[src/rtl/morra_sequencer.sv]
// Player-side self-play driver for the morra cinese judge.
// Opens a match, issues one legal move pair per manche, tallies verdicts.
module morra_sequencer #(
  parameter logic [7:0]  SEED_P1 = 8'hA5,
  parameter logic [7:0]  SEED_P2 = 8'h3C,
  parameter int unsigned TIMEOUT = 16
) (
  input  logic       clk_i,
  input  logic       rst_n_i,
  input  logic       start_i,
  input  logic [3:0] n_manche_i,
  input  logic [1:0] manche_i,
  input  logic [1:0] partita_i,
  output logic       inizia_o,
  output logic [1:0] primo_o,
  output logic [1:0] secondo_o,
  output logic       busy_o,
  output logic       done_o,
  output logic [1:0] result_o,
  output logic       timeout_err_o,
  output logic [4:0] wins1_o,
  output logic [4:0] wins2_o,
  output logic [4:0] draws_o,
  output logic [4:0] invalids_o
);

  localparam int CW = $clog2(TIMEOUT + 1);

  typedef enum logic [2:0] {
    IDLE, SETUP, DRIVE, SAMPLE, FINISH
  } state_e;

  state_e        state_q, state_d;
  logic [3:0]    nm_q, nm_d;
  logic [4:0]    rem_q, rem_d;
  logic [4:0]    w1_q, w1_d, w2_q, w2_d;
  logic [4:0]    dr_q, dr_d, inv_q, inv_d;
  logic [1:0]    last1_q, last1_d;
  logic [1:0]    last2_q, last2_d;
  logic [7:0]    lfsr1_q, lfsr2_q;
  logic [CW-1:0] cnt_q, cnt_d;
  logic          done_q, done_d;
  logic [1:0]    res_q, res_d;
  logic          terr_q, terr_d;
  logic [1:0]    mv1, mv2;

  function automatic logic [7:0] lfsr_nx(input logic [7:0] l);
    return {l[6:0], l[7] ^ l[5] ^ l[4] ^ l[3]};
  endfunction

  // Never 00, never the player's previous move.
  function automatic logic [1:0] pick(input logic [1:0] raw,
                                      input logic [1:0] last);
    logic [1:0] c;
    c = (raw == 2'b00) ? 2'b01 : raw;
    if (c == last) c = (c == 2'b11) ? 2'b01 : c + 2'b01;
    return c;
  endfunction

  function automatic logic [4:0] inc5(input logic [4:0] x);
    return (x == 5'd31) ? x : x + 5'd1;
  endfunction

  assign mv1 = pick(lfsr1_q[1:0], last1_q);
  assign mv2 = pick(lfsr2_q[1:0], last2_q);

  always_comb begin
    state_d   = state_q;
    nm_d      = nm_q;
    rem_d     = rem_q;
    w1_d      = w1_q;
    w2_d      = w2_q;
    dr_d      = dr_q;
    inv_d     = inv_q;
    last1_d   = last1_q;
    last2_d   = last2_q;
    cnt_d     = cnt_q;
    done_d    = 1'b0;
    res_d     = res_q;
    terr_d    = terr_q;
    inizia_o  = 1'b0;
    primo_o   = 2'b00;
    secondo_o = 2'b00;
    unique case (state_q)
      IDLE: begin
        if (start_i) begin
          nm_d    = n_manche_i;
          rem_d   = {1'b0, n_manche_i} + 5'd4;
          w1_d    = '0;
          w2_d    = '0;
          dr_d    = '0;
          inv_d   = '0;
          res_d   = 2'b00;
          terr_d  = 1'b0;
          last1_d = 2'b00;
          last2_d = 2'b00;
          state_d = SETUP;
        end
      end
      SETUP: begin
        inizia_o             = 1'b1;
        {primo_o, secondo_o} = nm_q;
        state_d              = DRIVE;
      end
      DRIVE: begin
        primo_o   = mv1;
        secondo_o = mv2;
        last1_d   = mv1;
        last2_d   = mv2;
        state_d   = SAMPLE;
      end
      SAMPLE: begin
        unique case (manche_i)
          2'b01: w1_d  = inc5(w1_q);
          2'b10: w2_d  = inc5(w2_q);
          2'b11: dr_d  = inc5(dr_q);
          2'b00: inv_d = inc5(inv_q);
        endcase
        rem_d = rem_q - 5'd1;
        if (rem_q == 5'd1) begin
          cnt_d   = '0;
          state_d = FINISH;
        end else begin
          state_d = DRIVE;
        end
      end
      FINISH: begin
        cnt_d = cnt_q + 1'b1;
        if (partita_i != 2'b00) begin
          res_d   = partita_i;
          done_d  = 1'b1;
          state_d = IDLE;
        end else if (cnt_q == CW'(TIMEOUT - 1)) begin
          res_d   = 2'b00;
          terr_d  = 1'b1;
          done_d  = 1'b1;
          state_d = IDLE;
        end
      end
      default: state_d = IDLE;
    endcase
  end

  always_ff @(posedge clk_i or negedge rst_n_i) begin
    if (!rst_n_i) begin
      state_q <= IDLE;
      nm_q    <= '0;
      rem_q   <= '0;
      w1_q    <= '0;
      w2_q    <= '0;
      dr_q    <= '0;
      inv_q   <= '0;
      last1_q <= '0;
      last2_q <= '0;
      lfsr1_q <= SEED_P1;
      lfsr2_q <= SEED_P2;
      cnt_q   <= '0;
      done_q  <= 1'b0;
      res_q   <= '0;
      terr_q  <= 1'b0;
    end else begin
      state_q <= state_d;
      nm_q    <= nm_d;
      rem_q   <= rem_d;
      w1_q    <= w1_d;
      w2_q    <= w2_d;
      dr_q    <= dr_d;
      inv_q   <= inv_d;
      last1_q <= last1_d;
      last2_q <= last2_d;
      lfsr1_q <= lfsr_nx(lfsr1_q);
      lfsr2_q <= lfsr_nx(lfsr2_q);
      cnt_q   <= cnt_d;
      done_q  <= done_d;
      res_q   <= res_d;
      terr_q  <= terr_d;
    end
  end

  assign busy_o        = (state_q != IDLE);
  assign done_o        = done_q;
  assign result_o      = res_q;
  assign timeout_err_o = terr_q;
  assign wins1_o       = w1_q;
  assign wins2_o       = w2_q;
  assign draws_o       = dr_q;
  assign invalids_o    = inv_q;

endmodule
[config.mk]
export PLATFORM = sky130hd
export DESIGN_NAME = morra_sequencer
export DESIGN_NICKNAME = d
export VERILOG_FILES = /design/src/rtl/morra_sequencer.sv
export SDC_FILE = /design/constraint.sdc
export NUM_CORES = 1
export LEC_CHECK = 0
export ABC_AREA = 1
export BUFFER_PORTS_ARGS = -buffer_cell sky130_fd_sc_hd__buf_4
export CORE_MARGIN = 2
export CORE_UTILIZATION = 50
export CTS_CLUSTER_SIZE = 16
export DETAILED_ROUTE_END_ITERATION = 10
export GPL_ROUTABILITY_DRIVEN = 0
export PLACE_DENSITY = 0.83
export SLEW_MARGIN = 15
export SYNTH_ARGS = -nofsm -noshare
export SYNTH_HDL_FRONTEND = slang
export SYNTH_SLANG_ARGS = --single-unit
[constraint.sdc]
create_clock -name clk_i -period 2 [get_ports clk_i]
set_clock_uncertainty 0.2 [all_clocks]
set_input_delay 0 -clock clk_i [delete_from_list [all_inputs] [get_ports clk_i]]
set_output_delay 0 -clock clk_i [all_outputs]
set_load 0.02 [all_outputs]
# Yosys cells after proc, flatten, opt, wreduce, memory -nomap -nowiden

Index checks and enable logic that the tools add are counted.

Multiplexer cells: 44
Add/subtract/negate cells: 9
Equal/unequal tests: 30
Reduce and logical (&&, ||, !) cells: 21
Bitwise logic cells: 6

Operators with widths:

| cell                | number |
|---|---|
| $pmux 5 s2          | 6 |
| $mux 5              | 11 |
| $add 5x1->5 const B | 5 |
| $eq 5x5->1 const B  | 4 |
| $pmux 2 s2          | 5 |
| $reduce_and 4->1    | 5 |
| $mux 2              | 9 |
| $ne 2x2->1 const B  | 8 |
| $pmux 3 s5          | 1 |
| $mux 3              | 4 |
| $reduce_and 2->1    | 5 |
| $reduce_bool 2->1   | 5 |
| $eq 2x2->1 const B  | 4 |
| $ne 2x1->1 const B  | 4 |
| $mux 1              | 7 |
| $eq 3x2->1 const B  | 2 |
| $logic_not 2->1     | 3 |
| $xor 1x1->1         | 6 |
| $add 4x3->5 const B | 1 |
| $eq 5x1->1 const B  | 1 |
| $eq 5x4->1 const B  | 1 |
| $sub 5x1->5 const B | 1 |
| $add 2x1->2 const B | 2 |
| $eq 2x2->1          | 2 |
| other kinds (8)     | 8 |

Word-level logic and storage cells: 125
Bits of input ports: 11
Output and inout port bits: 30
Register bits after elaboration: 61

# Depth between registers and ports, before layout

Depth in word-level cells: 6
Mapped depth: 9
Gate-level depth less buffers: 9

# Worst setup path before layout

OpenSTA, ideal clock, no wires.

Path kind: reg2reg
Start point: register w1_q[0] (netlist: wins1_o[0])
End point: register w1_q[3] (netlist: wins1_o[3])
Period minus slack after synthesis: 1951 ps
Slack: 49 ps
Path buffers: 0
Cell stages (with the launch flop): 9
Data required time: 1673 ps
Arrival time: 1625 ps
Path through: dfrtp_1 -> ha_1 -> nand2_1 -> nor2_1 -> ha_1 -> nor3_1 -> nand2_2 -> nand2_1 -> o21ai_0

Longest elaborated chain between the ends: 4

RTL lines:

| element                  | line | RTL |
|---|---|---|
| start: declaration       | 36   | `logic [4:0] w1_q, w1_d, w2_q, w2_d;` |
| start signal: assignment | 165  | `w1_q <= w1_d;` |
| $add 5x1->5              | 61   | `return (x == 5'd31) ? x : x + 5'd1;` |
| $mux 5                   | 61   |  |
| $mux 5                   | 113  | `unique case (manche_i)` |
| $pmux 5 s2               | 84   | `unique case (state_q)` |

Several ways; a longest one is shown, not always the timed one. The select of a mux whose other input is x is not followed.
A chain may end at the register's enable or synchronous reset.

# Worst setup path after layout

Start point: register state_q[2]
End point: register nm_q[0]

Longest elaborated chain between the ends: 2

RTL lines:

| element                    | line | RTL |
|---|---|---|
| start: declaration         | 33   | `state_e state_q, state_d;` |
| start signal: assignment   | 162  | `state_q <= state_d;` |
| $logic_not 3->1            | 84   |  |
| $reduce_and 2->1 (no line) | --   |  |
| end signal: assignment     | 163  | `nm_q <= nm_d;` |
| end: declaration           | 34   | `logic [3:0] nm_q, nm_d;` |

No other way between the ends.

==> metrics.md <==
| Metric | Value |
|---|---|
| Fin util | about 67% |
| Synth Flop Type | dfrtp_1 |
| CTS clk-pin slew, worst paths | 0.07 ns |
| Maxcap violations | 0 |
| Post-synthesis instance total | ~330 |
| DP Area | 3280 µm² |
| Worst reg2reg endpoint | nm_q[0] |
| Routed len/inst | 12.7 µm |
| Cell Chain, Critical Path | nor2_1, nand3_2, clkinvlp_4, nand2_1, dlygate4sd3_1, o21ai_0 |
| Die area | 6410 µm² |
| Placed cells | 441 |
| Synth top area share | 45.8% |
| Clock Path Buffers | 2 |
| RR Startpoint | state_q[2] |
| Startpoint types | flop |
| Net Sw Frac | 39.1% |
| Layout cells sized above 1 | 22.0% |
| Clock power frac | 24.2% |
| Crit path kind | flop to flop |
| Total Negative Setup Slacks | 0 ns |
| Residual DRC count | 0 |
| FILL cells | 441 |
| Width of the die | 80.1 µm |
| Count leader, synth | nand2_1 |
| Initial DRC Count | 125 |
| Vias in the first global route | between 2k and 2.5k |
| Pin count of the biggest net entering global routing | 62 |
| Worst Hold Class | input port to async pin |
| Maximum vdd ir drop | 0.635 mV |
| HPWL reported at the end of detailed placement | between 4000 and 5000 µm |
| Synth area leader | dfrtp_1 |
| PD cells | approximately 1400 nW/µm² |
| Gr busiest metal | met2 |
| Worst path slowest cell | dlygate4sd3_1 |
| Max incr delay on CP | between 0.5 and 0.6 ns |
| Final std cells w/o fill | between 400 and 500 |
| Final worst-path cycle share | 93.9% |
| Area grow syn2layout | 27.7% |
| Number of synthesized register bits | just over 60 |
| Sink Count | 61 |
| Crit-path max FO | 6 |
| Via density | 5.15 |
| # rows | 27 |
| Outcome | finished, final reports clean |
| Initial DRT Pass Iterations | 5 |
| Final setup vio count | 0 |
| Static leakage | 1.85 nW |
| DRT antenna net count | 0 |
| TritonCTS clock tree | done |
| NetSw | 0.00199 W |
| Clk_lat worst skew | 0.34 ns |
| Synthesis Warnings | 0 |
| Fmax | 532 MHz |
| Async SR Flop Fraction | 100% |
| Via count | about 2.4k |
| Sequential share of power | 37.0% |
| Grt met2 use | about a third |
| Worst Setup EP | nm_q[0] |
| Total wire length | 6010 µm |
| Core Area | 5540 µm² |
| I/O pins | 41 |
| GRT Overall Usage | 20.6% |
| Final slew viol count | 0 |
| Die height | 80.1 µm |
| Met3 Track Usage GR | 6.40% |
| Clk root buf | clkbuf_8 |
| Most area-consuming cells after synthesis | dfrtp_1, nand2_1, dfstp_2 |
| CP endpoint kind | flop |
| Unique masters post-synth | 27 |
| Clock buffers created by TritonCTS | 9 |
| Synthesized net count | about 350 |
| Worst setup path startpoint | state_q[2] |
| Sequential area share after synthesis | 53.1% |
| First-pass GRT wire length | 10,200 µm |
| FF-to-FF path depth | 6 |
| CTS H-Tree Depth | 3 |
| Synthesized cell area | a little under 3000 µm² |
| Diode count | 0 |
| GR Overflow Total | 0 |
| Final period demand of the worst path | 1.88 ns |
| Tightest Pin Transition | 0.742 ns |
| Top cells by count, synth | nand2_1, dfrtp_1, nand3_1 |
| Worst Path Arrival | 1.94 ns |
| Post-synth EDFFs | 0 |
| Met1 Use GR | ~24% |
| Hold Vio Cnt, Final | 0 |
| Initial antenna violation count | 0 |
| Post-layout net count | ~420 |
| Starting density of the core | 52.2% |
| Combinational group share of total power | 38.9% |
| Unrepaired setup endpoints after global routing | no |
| Reg2reg setup slack | 0.12 ns |
| Worst EP required | 2.06 ns |
| Internal | 0.00310 W |
| Max_slew headroom | 50.6% |
| Final instance area | 3700 µm² |
| Synth Area per Inst | 8.80 µm² |
| IO Port Bufs | 40 |
| Hold slack | 0.0663 ns |
[kinds of logic (layout without fill, tap and decap cells)]
family | after synthesis | count (layout) | share of synthesized area [%]
adder cells (fa/ha/maj) | 13 | 13 | 5.62
AND/OR/NAND/NOR | 171 | 171 | 26.3
buffers and inverters | 41 | 112 | 6.01
flip-flops | 61 | 61 | 53.1
XOR/XNOR | 8 | 8 | 2.42
AO/OA/AOI/OAI | 35 | 35 | 6.57
[power groups by stage]
stage / Sequential [W] / Clock (W) / Combinational (W)
CTS: 0.00186 / 0.00126 / 0.00193
floorplan: 0.00199 / 0 / 0.00113
global placement: 0.00186 / 0 / 0.00185
detailed placement: 0.00188 / 0 / 0.00191
finish: 0.00188 / 0.00123 / 0.00198
global route: 0.00192 / 0.00131 / 0.00222
[registers in the layout, indices dropped and copies added (netlist names)]
| name | cells |
|---|---|
| wins1_o | 5 |
| nm_q | 4 |
| wins2_o | 5 |
| result_o | 2 |
| draws_o | 5 |
| cnt_q | 5 |
| lfsr1_q | 8 |
| last2_q | 2 |
| invalids_o | 5 |
| rem_q | 5 |
| last1_q | 2 |
| state_q | 3 |
| lfsr2_q | 8 |
| timeout_err_o | 1 |
| done_o | 1 |
[layout by cell type, fill, tap and decap left out, types with 3 or more instances in the layout]
cell type	netlist	layout
nor2_2	3	3
ha_1	13	12
dfrtp_1	53	52
buf_4	3	48
nand2_2	2	3
nor3b_1	4	4
nor3_2	0	3
nor2_1	21	19
nor2_4	1	3
dlygate4sd3_1	0	12
nand3_1	37	36
nand4_1	7	7
clkbuf_8	0	11
dfstp_2	8	8
o211ai_1	5	5
xor2_1	4	4
nand2_1	89	88
inv_1	36	35
a21oi_1	4	4
o21ai_0	23	22
xnor2_1	4	4
[stage by stage]
stage / total power [W] / worst slack, ns
after detailed placement: 0.00379 / 0.0668
final: 0.00508 / 0.121
after CTS: 0.00505 / 0.0259
after global placement: 0.00371 / 0.151
after global routing: 0.00545 / 0.00244
after floorplan: 0.00312 / 0.0488
[timing repair]
action	4_1_cts	5_1_grt
setup buffers	0	3
hold endpoints to repair	90	0
resized for setup	0	13
endpoints found under the setup margin	0	22
hold buffers	12	0
[routing by layer]
metal  vias to the layer above  wire length [µm]
met5                         -                 0
met4                         0                96
met3                        12               271
met2                        48              3070
met1                      1154              2580
li1                       1218                 -
[worst max-delay path: cells and delay by family, from the launching register on]
| kind | cells | cell delay (ns) |
|---|---|---|
| AND/OR/NAND/NOR | 3 | 0.38 |
| flip-flops | 1 | 0.44 |
| buffers and inverters | 2 | 0.71 |
| AO/OA/AOI/OAI | 1 | 0.07 |
[layout make-up]
class,instances,area (µm²),share of cell area [%]
flip-flops and latches,61,1540,41.6
inverters,36,139,3.76
well taps,72,90.1,2.44
clock buffers,12,155,4.20
repair buffers,60,480,13.0
multi-input cells,227,1220,33.1
clock inverters,4,70.1,1.90
[how the worst min path moves through the flow]
| stage | start | end | slack [ns] | cells after the start |
|---|---|---|---|---|
| floorplan | rst_n_i | cnt_q[0] | -0.50 | 0 |
| global placement | rst_n_i | lfsr2_q[0] | -0.08 | 1 |
| detailed placement | rst_n_i | lfsr2_q[6] | -0.08 | 1 |
| CTS | rst_n_i | lfsr2_q[1] | 0.08 | 2 |
| global route | rst_n_i | lfsr2_q[6] | 0.16 | 2 |
| finish | rst_n_i | nm_q[1] | 0.07 | 2 |
Power figures use the tool's default switching activity.
